$ cat src/rtl/conv_sequencer.sv
// conv_sequencer: sequences one 2-D "valid" convolution over row-major input
// and filter memories. A job samples its dimensions on start, walks every
// output element, issues paired input/filter reads for each filter tap and
// accumulates the products. Each finished element is presented on a
// valid/ready port with its row/column index.
//
// Optional build macro: CONV_SAT_EN
//   defined   -> signed operands, full-width product, saturating accumulator
//                that stays clamped until the next clear
//   undefined -> wrap-around arithmetic on the low DATA_W bits
//
// Every output is a register loaded from the next-state values, so an
// output changes in the same cycle as the state it belongs to.
module conv_sequencer #(
  parameter int DATA_W = 32,
  parameter int DIM_W  = 10,
  parameter int ADDR_W = 20
) (
  input  logic              clk,
  input  logic              rst,
  input  logic              start,
  input  logic [DIM_W-1:0]  in_rows,
  input  logic [DIM_W-1:0]  in_cols,
  input  logic [DIM_W-1:0]  flt_rows,
  input  logic [DIM_W-1:0]  flt_cols,
  output logic              busy,
  output logic              done,
  output logic              err,
  output logic              in_rd_en,
  output logic [ADDR_W-1:0] in_addr,
  input  logic [DATA_W-1:0] in_rdata,
  output logic              flt_rd_en,
  output logic [ADDR_W-1:0] flt_addr,
  input  logic [DATA_W-1:0] flt_rdata,
  output logic              out_valid,
  input  logic              out_ready,
  output logic [DATA_W-1:0] out_data,
  output logic [DIM_W-1:0]  out_row,
  output logic [DIM_W-1:0]  out_col,
  output logic              out_last
);

  localparam logic [DIM_W-1:0]  DIM_ZERO  = {DIM_W{1'b0}};
  localparam logic [DIM_W-1:0]  DIM_ONE   = {{(DIM_W-1){1'b0}}, 1'b1};
  localparam logic [DATA_W-1:0] DATA_ZERO = {DATA_W{1'b0}};
  localparam logic [ADDR_W-1:0] ADDR_ZERO = {ADDR_W{1'b0}};

  typedef enum logic [2:0] {
    ST_IDLE  = 3'd0,
    ST_CHECK = 3'd1,
    ST_FETCH = 3'd2,
    ST_DRAIN = 3'd3,
    ST_EMIT  = 3'd4,
    ST_DONE  = 3'd5
  } state_t;

  // Row-major linear address: (row + rofs) * width + (col + cofs).
  // Computed at ADDR_W so a legal 1024x1024 walk never overflows.
  function automatic logic [ADDR_W-1:0] lin_addr(
    input logic [DIM_W-1:0] row,
    input logic [DIM_W-1:0] rofs,
    input logic [DIM_W-1:0] col,
    input logic [DIM_W-1:0] cofs,
    input logic [DIM_W-1:0] width
  );
    logic [ADDR_W-1:0] rr;
    logic [ADDR_W-1:0] cc;
    logic [ADDR_W-1:0] ww;
    rr = {{(ADDR_W-DIM_W){1'b0}}, row} + {{(ADDR_W-DIM_W){1'b0}}, rofs};
    cc = {{(ADDR_W-DIM_W){1'b0}}, col} + {{(ADDR_W-DIM_W){1'b0}}, cofs};
    ww = {{(ADDR_W-DIM_W){1'b0}}, width};
    return rr * ww + cc;
  endfunction

`ifdef CONV_SAT_EN
  localparam logic signed [2*DATA_W+1:0] SAT_MAX =
    {{(DATA_W+3){1'b0}}, {(DATA_W-1){1'b1}}};
  localparam logic signed [2*DATA_W+1:0] SAT_MIN =
    {{(DATA_W+3){1'b1}}, {(DATA_W-1){1'b0}}};
  localparam logic [DATA_W-1:0] DATA_MAX = {1'b0, {(DATA_W-1){1'b1}}};
  localparam logic [DATA_W-1:0] DATA_MIN = {1'b1, {(DATA_W-1){1'b0}}};

  // Signed multiply-accumulate with clamping; returns {saturated, sum}.
  function automatic logic [DATA_W:0] sat_add(
    input logic [DATA_W-1:0] acc,
    input logic [DATA_W-1:0] a,
    input logic [DATA_W-1:0] b
  );
    logic signed [2*DATA_W-1:0] prod;
    logic signed [2*DATA_W+1:0] sum;
    prod = $signed({{DATA_W{a[DATA_W-1]}}, a}) * $signed({{DATA_W{b[DATA_W-1]}}, b});
    sum  = $signed({{(DATA_W+2){acc[DATA_W-1]}}, acc}) + $signed({{2{prod[2*DATA_W-1]}}, prod});
    if (sum > SAT_MAX) begin
      return {1'b1, DATA_MAX};
    end else if (sum < SAT_MIN) begin
      return {1'b1, DATA_MIN};
    end else begin
      return {1'b0, sum[DATA_W-1:0]};
    end
  endfunction
`endif

  state_t             state_r, state_s;
  logic [DIM_W-1:0]   in_rows_r, in_rows_s;
  logic [DIM_W-1:0]   in_cols_r, in_cols_s;
  logic [DIM_W-1:0]   flt_rows_r, flt_rows_s;
  logic [DIM_W-1:0]   flt_cols_r, flt_cols_s;
  logic [DIM_W-1:0]   r_r, r_s;
  logic [DIM_W-1:0]   c_r, c_s;
  logic [DIM_W-1:0]   kr_r, kr_s;
  logic [DIM_W-1:0]   kc_r, kc_s;
  logic               job_err_r, job_err_s;
  logic               acc_clr_s;
  logic [DATA_W-1:0]  acc_r, acc_s;
  logic               rd_pend_r;
`ifdef CONV_SAT_EN
  logic               sat_r, sat_s;
`endif

  logic [DIM_W-1:0]   or_max_s;
  logic [DIM_W-1:0]   oc_max_s;
  logic               cfg_bad_s;
  logic               last_cur_s;
  logic               last_nxt_s;

  logic               busy_r;
  logic               done_r;
  logic               err_r;
  logic               rd_en_r;
  logic [ADDR_W-1:0]  in_addr_r;
  logic [ADDR_W-1:0]  flt_addr_r;
  logic               out_valid_r;
  logic [DATA_W-1:0]  out_data_r;
  logic [DIM_W-1:0]   out_row_r;
  logic [DIM_W-1:0]   out_col_r;
  logic               out_last_r;

  // Highest output row/column index and last-element detection.
  assign or_max_s   = in_rows_r - flt_rows_r;
  assign oc_max_s   = in_cols_r - flt_cols_r;
  assign cfg_bad_s  = (in_rows_r == DIM_ZERO) || (in_cols_r == DIM_ZERO) ||
                      (flt_rows_r == DIM_ZERO) || (flt_cols_r == DIM_ZERO) ||
                      (flt_rows_r > in_rows_r) || (flt_cols_r > in_cols_r);
  assign last_cur_s = (r_r == or_max_s) && (c_r == oc_max_s);
  assign last_nxt_s = (r_s == or_max_s) && (c_s == oc_max_s);

  // Next-state, configuration latch and index counter stepping.
  always_comb begin
    state_s    = state_r;
    in_rows_s  = in_rows_r;
    in_cols_s  = in_cols_r;
    flt_rows_s = flt_rows_r;
    flt_cols_s = flt_cols_r;
    r_s        = r_r;
    c_s        = c_r;
    kr_s       = kr_r;
    kc_s       = kc_r;
    job_err_s  = job_err_r;
    acc_clr_s  = 1'b0;
    case (state_r)
      ST_IDLE: begin
        if (start) begin
          in_rows_s  = in_rows;
          in_cols_s  = in_cols;
          flt_rows_s = flt_rows;
          flt_cols_s = flt_cols;
          job_err_s  = 1'b0;
          state_s    = ST_CHECK;
        end else begin
          state_s = ST_IDLE;
        end
      end
      ST_CHECK: begin
        if (cfg_bad_s) begin
          job_err_s = 1'b1;
          state_s   = ST_DONE;
        end else begin
          r_s       = DIM_ZERO;
          c_s       = DIM_ZERO;
          kr_s      = DIM_ZERO;
          kc_s      = DIM_ZERO;
          acc_clr_s = 1'b1;
          state_s   = ST_FETCH;
        end
      end
      ST_FETCH: begin
        if (kc_r == flt_cols_r - DIM_ONE) begin
          kc_s = DIM_ZERO;
          if (kr_r == flt_rows_r - DIM_ONE) begin
            kr_s    = DIM_ZERO;
            state_s = ST_DRAIN;
          end else begin
            kr_s = kr_r + DIM_ONE;
          end
        end else begin
          kc_s = kc_r + DIM_ONE;
        end
      end
      ST_DRAIN: begin
        state_s = ST_EMIT;
      end
      ST_EMIT: begin
        if (out_ready) begin
          if (last_cur_s) begin
            state_s = ST_DONE;
          end else begin
            if (c_r == oc_max_s) begin
              c_s = DIM_ZERO;
              r_s = r_r + DIM_ONE;
            end else begin
              c_s = c_r + DIM_ONE;
            end
            kr_s      = DIM_ZERO;
            kc_s      = DIM_ZERO;
            acc_clr_s = 1'b1;
            state_s   = ST_FETCH;
          end
        end else begin
          state_s = ST_EMIT;
        end
      end
      ST_DONE: begin
        state_s = ST_IDLE;
      end
      default: begin
        state_s = ST_IDLE;
      end
    endcase
  end

  // Accumulator update: one product per cycle following a read strobe.
  always_comb begin
    acc_s = acc_r;
`ifdef CONV_SAT_EN
    sat_s = sat_r;
    if (acc_clr_s) begin
      acc_s = DATA_ZERO;
      sat_s = 1'b0;
    end else if (rd_pend_r && !sat_r) begin
      {sat_s, acc_s} = sat_add(acc_r, in_rdata, flt_rdata);
    end else begin
      acc_s = acc_r;
      sat_s = sat_r;
    end
`else
    if (acc_clr_s) begin
      acc_s = DATA_ZERO;
    end else if (rd_pend_r) begin
      acc_s = acc_r + in_rdata * flt_rdata;
    end else begin
      acc_s = acc_r;
    end
`endif
  end

  // State, configuration, counters and accumulator registers.
  always_ff @(posedge clk or posedge rst) begin
    if (rst) begin
      state_r    <= ST_IDLE;
      in_rows_r  <= DIM_ZERO;
      in_cols_r  <= DIM_ZERO;
      flt_rows_r <= DIM_ZERO;
      flt_cols_r <= DIM_ZERO;
      r_r        <= DIM_ZERO;
      c_r        <= DIM_ZERO;
      kr_r       <= DIM_ZERO;
      kc_r       <= DIM_ZERO;
      job_err_r  <= 1'b0;
      acc_r      <= DATA_ZERO;
      rd_pend_r  <= 1'b0;
`ifdef CONV_SAT_EN
      sat_r      <= 1'b0;
`endif
    end else begin
      state_r    <= state_s;
      in_rows_r  <= in_rows_s;
      in_cols_r  <= in_cols_s;
      flt_rows_r <= flt_rows_s;
      flt_cols_r <= flt_cols_s;
      r_r        <= r_s;
      c_r        <= c_s;
      kr_r       <= kr_s;
      kc_r       <= kc_s;
      job_err_r  <= job_err_s;
      acc_r      <= acc_s;
      rd_pend_r  <= rd_en_r;
`ifdef CONV_SAT_EN
      sat_r      <= sat_s;
`endif
    end
  end

  // Output registers loaded from next-state values.
  always_ff @(posedge clk or posedge rst) begin
    if (rst) begin
      busy_r      <= 1'b0;
      done_r      <= 1'b0;
      err_r       <= 1'b0;
      rd_en_r     <= 1'b0;
      in_addr_r   <= ADDR_ZERO;
      flt_addr_r  <= ADDR_ZERO;
      out_valid_r <= 1'b0;
      out_data_r  <= DATA_ZERO;
      out_row_r   <= DIM_ZERO;
      out_col_r   <= DIM_ZERO;
      out_last_r  <= 1'b0;
    end else begin
      busy_r  <= (state_s == ST_CHECK) || (state_s == ST_FETCH) ||
                 (state_s == ST_DRAIN) || (state_s == ST_EMIT);
      done_r  <= (state_s == ST_DONE);
      err_r   <= (state_s == ST_DONE) && job_err_s;
      rd_en_r <= (state_s == ST_FETCH);
      if (state_s == ST_FETCH) begin
        in_addr_r  <= lin_addr(r_s, kr_s, c_s, kc_s, in_cols_r);
        flt_addr_r <= lin_addr(kr_s, DIM_ZERO, kc_s, DIM_ZERO, flt_cols_r);
      end else begin
        in_addr_r  <= ADDR_ZERO;
        flt_addr_r <= ADDR_ZERO;
      end
      if (state_s == ST_EMIT) begin
        out_valid_r <= 1'b1;
        out_data_r  <= acc_s;
        out_row_r   <= r_s;
        out_col_r   <= c_s;
        out_last_r  <= last_nxt_s;
      end else begin
        out_valid_r <= 1'b0;
        out_data_r  <= DATA_ZERO;
        out_row_r   <= DIM_ZERO;
        out_col_r   <= DIM_ZERO;
        out_last_r  <= 1'b0;
      end
    end
  end

  assign busy      = busy_r;
  assign done      = done_r;
  assign err       = err_r;
  assign in_rd_en  = rd_en_r;
  assign flt_rd_en = rd_en_r;
  assign in_addr   = in_addr_r;
  assign flt_addr  = flt_addr_r;
  assign out_valid = out_valid_r;
  assign out_data  = out_data_r;
  assign out_row   = out_row_r;
  assign out_col   = out_col_r;
  assign out_last  = out_last_r;

endmodule

$ cat config.mk
export PLATFORM = sky130hd
export DESIGN_NAME = conv_sequencer
export DESIGN_NICKNAME = d
export VERILOG_FILES = /design/src/rtl/conv_sequencer.sv
export SDC_FILE = /design/constraint.sdc
export NUM_CORES = 2
export LEC_CHECK = 0
export ABC_AREA = 1
export ABC_CLOCK_PERIOD_IN_PS = 9610
export BUFFER_PORTS_ARGS = -buffer_cell sky130_fd_sc_hd__buf_4
export CORE_UTILIZATION = 35
export DETAILED_ROUTE_END_ITERATION = 10
export GPL_TIMING_DRIVEN = 0
export PLACE_DENSITY = 0.5
export REMOVE_ABC_BUFFERS = 1
export SLEW_MARGIN = 10
export SYNTH_ARGS = -nofsm -noshare
export SYNTH_HDL_FRONTEND = slang
export SYNTH_SLANG_ARGS = --single-unit
$ cat constraint.sdc
create_clock -name clk -period 9.61 [get_ports clk]
set_clock_uncertainty 0.1 [all_clocks]
set_input_delay 1.922 -clock clk [delete_from_list [all_inputs] [get_ports clk]]
set_output_delay 1.922 -clock clk [all_outputs]
set_load 0.02 [all_outputs]
Word level (Yosys, flattened, before mapping)
Cells that the tools add are included.
{"block": "totals", "register_bits": 215, "inputBits": 108, "output_inout_bits": 99, "elab_cells": 117}
{"block": "op_classes", "n_addsub": 13, "mul": 3, "order_cmp": 2, "eq_ne": 15, "mux": 44, "reduce_logical": 17}
{"op": "two-way mux 10 bit", "count": 19}
{"op": "two-way mux 32 bit", "count": 3}
{"op": "== test 10 bit", "count": 6}
{"op": "one-hot mux 10 bit (3 select lines)", "count": 2}
{"op": "adder 10 x 1 -> 10 bit (second input constant)", "count": 4}
{"op": "zero test 10 bit", "count": 4}
{"op": "two-way mux 20 bit", "count": 2}
{"op": "one-hot mux 10 bit (2 select lines)", "count": 2}
{"op": "adder 32 bit", "count": 1}
{"op": "multiplier 32 x 32 -> 32 bit", "count": 1}
{"op": "adder 10 x 10 -> 11 bit", "count": 2}
{"op": "adder 20 x 10 -> 20 bit", "count": 1}
{"op": "adder 20 x 11 -> 20 bit", "count": 1}
{"op": "> comparator 10 bit", "count": 2}
{"op": "multiplier 10 x 10 -> 20 bit", "count": 1}
{"op": "multiplier 11 x 10 -> 20 bit", "count": 1}
{"op": "subtractor 10 x 1 -> 10 bit (second input constant)", "count": 2}
{"op": "subtractor 10 bit", "count": 2}
{"op": "two-way mux 3 bit", "count": 5}
{"op": "one-hot mux 3 bit (5 select lines)", "count": 1}
{"op": "== test 3 x 2 -> 1 bit (second input constant)", "count": 4}
{"op": "== test 3 bit (second input constant)", "count": 3}
{"op": "logical OR 1 bit", "count": 8}
{"op": "two-way mux 1 bit", "count": 8}
{"op": "5 further kinds", "count": 9}

Depth between registers and ports, before layout
{"block": "depth", "ltp_word": 12, "ltp_mapped": 62, "mapped_depth_nobuf": 60}

Least setup slack after synthesis
No wires, ideal clock.
{"block": "synth_timing", "kind": "input-to-reg", "startpoint": "input port flt_rdata[2]", "endpoint": "register out_data_r[30] (netlist: out_data[30])", "setup_time_ps": 136, "arrival_time_ps": 8451, "t_required_ps": 9374, "path_slack_ps": 923, "path_stages": 26, "path_buffers": 2, "path_cell_list": "clkbuf_1 buf_1 nand2_1 fa_1 fa_1 fa_1 inv_1 fa_1 inv_1 fa_1 inv_1 fa_1 fa_1 fa_1 ha_1 a21oi_1 o21ai_0 a2111oi_0 o221ai_1 a21oi_1 o21bai_1 or2_2 nand3_1 o21ai_0 inv_1 nor3_1"}
{"block": "synth_via", "elab_chain_len": 5}
{"element": "start, declared", "line_no": "34", "source": "input logic [DATA_W-1:0] flt_rdata,"}
{"element": "multiplier 32 x 32 -> 32 bit", "line_no": "249", "source": "acc_s = acc_r + in_rdata * flt_rdata;"}
{"element": "adder 32 bit", "line_no": "249"}
{"element": "two-way mux 32 bit", "line_no": "248", "source": "end else if (rd_pend_r) begin"}
{"element": "two-way mux 32 bit", "line_no": "246", "source": "if (acc_clr_s) begin"}
{"element": "two-way mux 32 bit", "line_no": "320", "source": "if (state_s == ST_EMIT) begin"}
{"element": "end signal, assigned", "line_no": "322", "source": "out_data_r <= acc_s;"}
{"element": "end, declared", "line_no": "133", "source": "logic [DATA_W-1:0] out_data_r;"}
Every way passes these cells.
A chain may end at the register's enable or synchronous reset.

Final worst setup path
{"block": "layout_timing", "startpoint": "register flt_cols_r[5]", "endpoint": "register in_addr_r[19] (netlist: in_addr[19])"}
{"block": "layout_via", "elab_chain_len": 10, "elab_cells_between_ends": 41, "classes_between": "add/sub (5); mul (1); order compare (1); eq/ne (3); mux (26); reduce/logical (5)"}
{"element": "start, declared", "line_no": "107", "source": "logic [DIM_W-1:0] flt_cols_r, flt_cols_s;"}
{"element": "start signal, assigned", "line_no": "279", "source": "flt_cols_r <= flt_cols_s;"}
{"element": "subtractor 10 bit or zero test 10 bit (tied branches)", "line_no": "140, 142"}
{"element": "== test 10 bit or logical OR 1 bit (tied branches)", "line_no": "144, 207, 142"}
{"element": "two-way mux 10 bit (tied with other cells)", "line_no": "207", "source": "if (c_r == oc_max_s) begin"}
{"element": "two-way mux 10 bit or logical OR 1 bit (tied branches)", "line_no": "204, 143"}
{"element": "two-way mux 10 bit (on tied branches)", "line_no": "203, 174"}
{"element": "one-hot mux 10 bit (2 select lines) *", "line_no": "160", "source": "case (state_r)"}
{"element": "named net r_s[6]", "line_no": "108", "source": "logic [DIM_W-1:0] r_r, r_s;"}
{"element": "adder 10 x 10 -> 11 bit *", "line_no": "69", "source": "rr = {{(ADDR_W-DIM_W){1'b0}}, row} + {{(ADDR_W-DIM_W){1'b0}}, rofs};"}
{"element": "multiplier 11 x 10 -> 20 bit *", "line_no": "72", "source": "return rr * ww + cc;"}
{"element": "adder 20 x 11 -> 20 bit *", "line_no": "72"}
{"element": "two-way mux 20 bit *", "line_no": "313", "source": "if (state_s == ST_FETCH) begin"}
{"element": "end signal, assigned", "line_no": "314", "source": "in_addr_r <= lin_addr(r_s, kr_s, c_s, kc_s, in_cols_r);"}
{"element": "end, declared", "line_no": "130", "source": "logic [ADDR_W-1:0] in_addr_r;"}
Mark *: on every way through the listed nets, which the timed path passes. The rest lies on a longest branch.

==> results.txt <==
Period utilization -> 95.3%
Class of the worst hold path -> reg -> reg
Post-synth EDFFs -> 0
Slew at the pin closest to its max-slew limit -> 1.18 ns
Vias in the first global route -> 29,600
Routability cong. -> 0.874
Final setup violation count -> 0
Synth top area cells -> fa_1 (34%), dfrtp_1 (15%), inv_1 (11%)
Initial Utilization -> 35.4%
Total wire length -> 104,000 microns
Antenna-violating nets left -> 0
TritonCTS clock tree -> done
Post-synth top area share -> 33.9%
Most used cell, CP -> fa_1
Worst R2R Start -> flt_cols_r[5]
Die height -> 321 microns
Slowest CP cell -> fa_1
# fillers -> 10,500
Mapped Area -> 35,600 sq um
Crit path largest cell delay -> 0.51 ns
Vias -> 27,900
Worst-path clk slew -> 0.06 ns
Final Max Slew Viols -> 0
Status -> finished clean
CP Launch Type -> flip-flop
Worst reg2reg path depth -> 42
Num rows -> 116
Number of I/O pins -> 207
Total GRT Usage -> 21.1%
Max H-tree Level -> 1
Final HPWL DP -> 83,200 microns
Core Region -> 100,000 sq um
Largest area contributor in the netlist -> fa_1
DR iter-0 viols -> 1,600
Worst skew pair latency -> 0.65 ns
Syn Area/Cell -> 8.08 sq um
Hold Crit Depth -> 2
Pin count of the biggest net entering global routing -> 91
Crit path max fanout -> 6
Count of final hold-check violations -> 0
Grt ovf -> 0
Crit path time final -> 9.16 ns
Fmax -> 109 MHz
Global-route wire length before repair -> 169,000 microns
Synth Flop Type -> dfrtp_1
Reg2reg end -> in_addr[19]
Drc violations -> 0
Worst R2R Setup Slack -> 0.45 ns
Req. time, crit path -> 10.04 ns
CTS sink cnt -> 215
Drt via density -> 4.73
Cells after synthesis -> 4,402
Sequential share of the synthesized area -> 15.1%
Max cap viols -> 0
Area Overhead vs Synth -> 11.9%
Die width -> 321 microns
CP Data Arrival Time -> 9.60 ns
Full die area -> 103,000 sq um
Drt wl/cell -> 17.7 microns
Root buffer cell -> clkbuf_16
Share of layout cells above drive strength 1 -> 10.6%
Hold_buf cts -> 0
CTS Buffer Depth -> 3
Distinct cells, synth -> 69
Critical Path Sink -> in_addr[19]
Worst slew margin -> 21.0%
Drt first pass iters -> 5
Post-synth ARST share -> 100%
Post-route setup TNS -> 0 ns
Synth warn -> 0
Initial antenna violation count -> 5
Setup crit end kind -> flip-flop
Total CTS buffers -> 30
Post-synthesis register bit count -> 215
IO Port Bufs -> 206
Beginning of the critical path -> flt_cols_r[5]
# nets final -> 5,505
WS Path Type -> reg -> reg
-- cell usage after synthesis (5+ instances only) --
cell type and n:
xor2_1 89, nand3b_1 5, ha_1 275, nor2_1 323, buf_4 5, mux2_2 8, nand2_2 38, o21ai_0 117
buf_2 10, dfrtp_1 215, nand3_1 135, nor3_1 50, nand2_4 10, or2_2 13, o21ai_1 8, nand2_1 976
nor4_1 9, nand3_2 8, nand4_1 32, clkbuf_1 126, o21a_1 5, inv_2 19, nor2_2 13, xnor2_1 54
buf_1 12, a21oi_1 122, o21bai_1 14, inv_1 1027, fa_1 602, a21oi_2 8
-- through the flow --
| step | area (sq um) | hold slack (ns) | worst slack [ns] | std cells | utilization (%) |
|---|---|---|---|---|---|
| 2_1_floorplan | 35000 | 0.336 | 1.09 | 4247 | - |
| 3_3_place_gp | 38200 | 0.365 | -1.77 | 5810 | 38.0 |
| 3_5_place_dp | 38300 | 0.371 | -1.09 | 5813 | 38.1 |
| 4_1_cts | 39500 | 0.386 | 0.00104 | 5876 | 39.3 |
| 5_1_grt | 39800 | 0.413 | -0.00429 | 5902 | 39.7 |
| 6_report | 39800 | 0.383 | 0.449 | 5904 | 39.7 |
-- logic make-up after synthesis --
kind of cell,count (synthesis),share of synthesized area (%)
and+or+nand+nor,1633,19.4
buffers and inverters,1206,12.8
adders and majority gates,877,43.5
AOI/OAI and AO/OA,313,4.98
DFF,215,15.1
xor gates and xnor gates,148,3.83
muxes,10,0.309
-- flip-flops by register name, indices dropped and copies added (netlist names), 3 cells and up --
signal / count
out_col: 10
out_data: 32
flt_cols_r: 10
flt_rows_r: 10
in_rows_r: 10
acc_r: 32
c_r: 10
kr_r: 10
flt_addr: 20
in_cols_r: 10
r_r: 10
out_row: 10
state_r: 3
kc_r: 10
in_addr: 20
-- cell usage in the layout, fill, tap and decap left out, drive strengths merged, types with 2 or more instances in the layout --
master and instances:
inv 1051, nand2 1026, fa 602, nor2 338, ha 275, buf 240
dfrtp 215, nand3 145, a21oi 131, o21ai 129, xor2 93, xnor2 54
nor3 50, nand4 33, clkbuf 33, or2 17, o21bai 15, clkinvlp 11
clkinv 10, nor4 9, mux2 8, nand3b 7, o21a 5, a21o 4
o2111ai 4, a21boi 4, diode 3, o31ai 3, nor3b 3, o211ai 3
o221ai 3, a31oi 3, and3 2, nor4b 2, a2111oi 2, mux2i 2
bufinv 2
-- what timing repair did --
item,CTS,global route
gates cloned,0,1
setup endpoints to repair,10,8
pin swaps,1,6
setup buffers,7,24
gates resized for setup,24,44
-- final cells by class --
class | instances | area (sq um) | area share (%)
clock inverter | 23 | 241 | 0.606
sequential | 215 | 5400 | 13.5
clock buffer | 33 | 782 | 1.96
tap | 1357 | 1700 | 4.26
antenna | 3 | 7.51 | 0.0188
inverter | 1051 | 3980 | 9.98
multi-input combinational | 2982 | 25900 | 64.9
timing repair buffer | 240 | 1870 | 4.69
-- worst min-delay path by stage --
stage	startpoint	end	slack, ns
final	job_err_r	job_err_r	0.38
after global routing	job_err_r	job_err_r	0.41
after CTS	job_err_r	job_err_r	0.39
after detailed placement	job_err_r	job_err_r	0.37
after global placement	job_err_r	job_err_r	0.36
after floorplan	job_err_r	job_err_r	0.34
-- worst max-delay path, delay by kind of cell (launching register included) --
kind                       cells  cell delay (ns)
and+or+nand+nor               18             2.52
buffers and inverters          6             0.61
xor gates and xnor gates       1             0.20
DFF                            1             0.47
AOI/OAI and AO/OA              9             1.68
adders and majority gates      8             3.46
-- metal layers --
| layer | vias up | GRT usage [%] | part of all wire (%) |
|---|---|---|---|
| met5 | - | 0 | 0.025 |
| met4 | 4 | 3.98 | 2.2 |
| met3 | 123 | 3.36 | 6.1 |
| met2 | 680 | 33.6 | 45 |
| met1 | 13800 | 30.4 | 47 |
| li1 | 13300 | - | - |
Power is left out: the tool's default activity adds up to more than one toggle a clock period on the data nets, which glitch-free logic cannot reach.
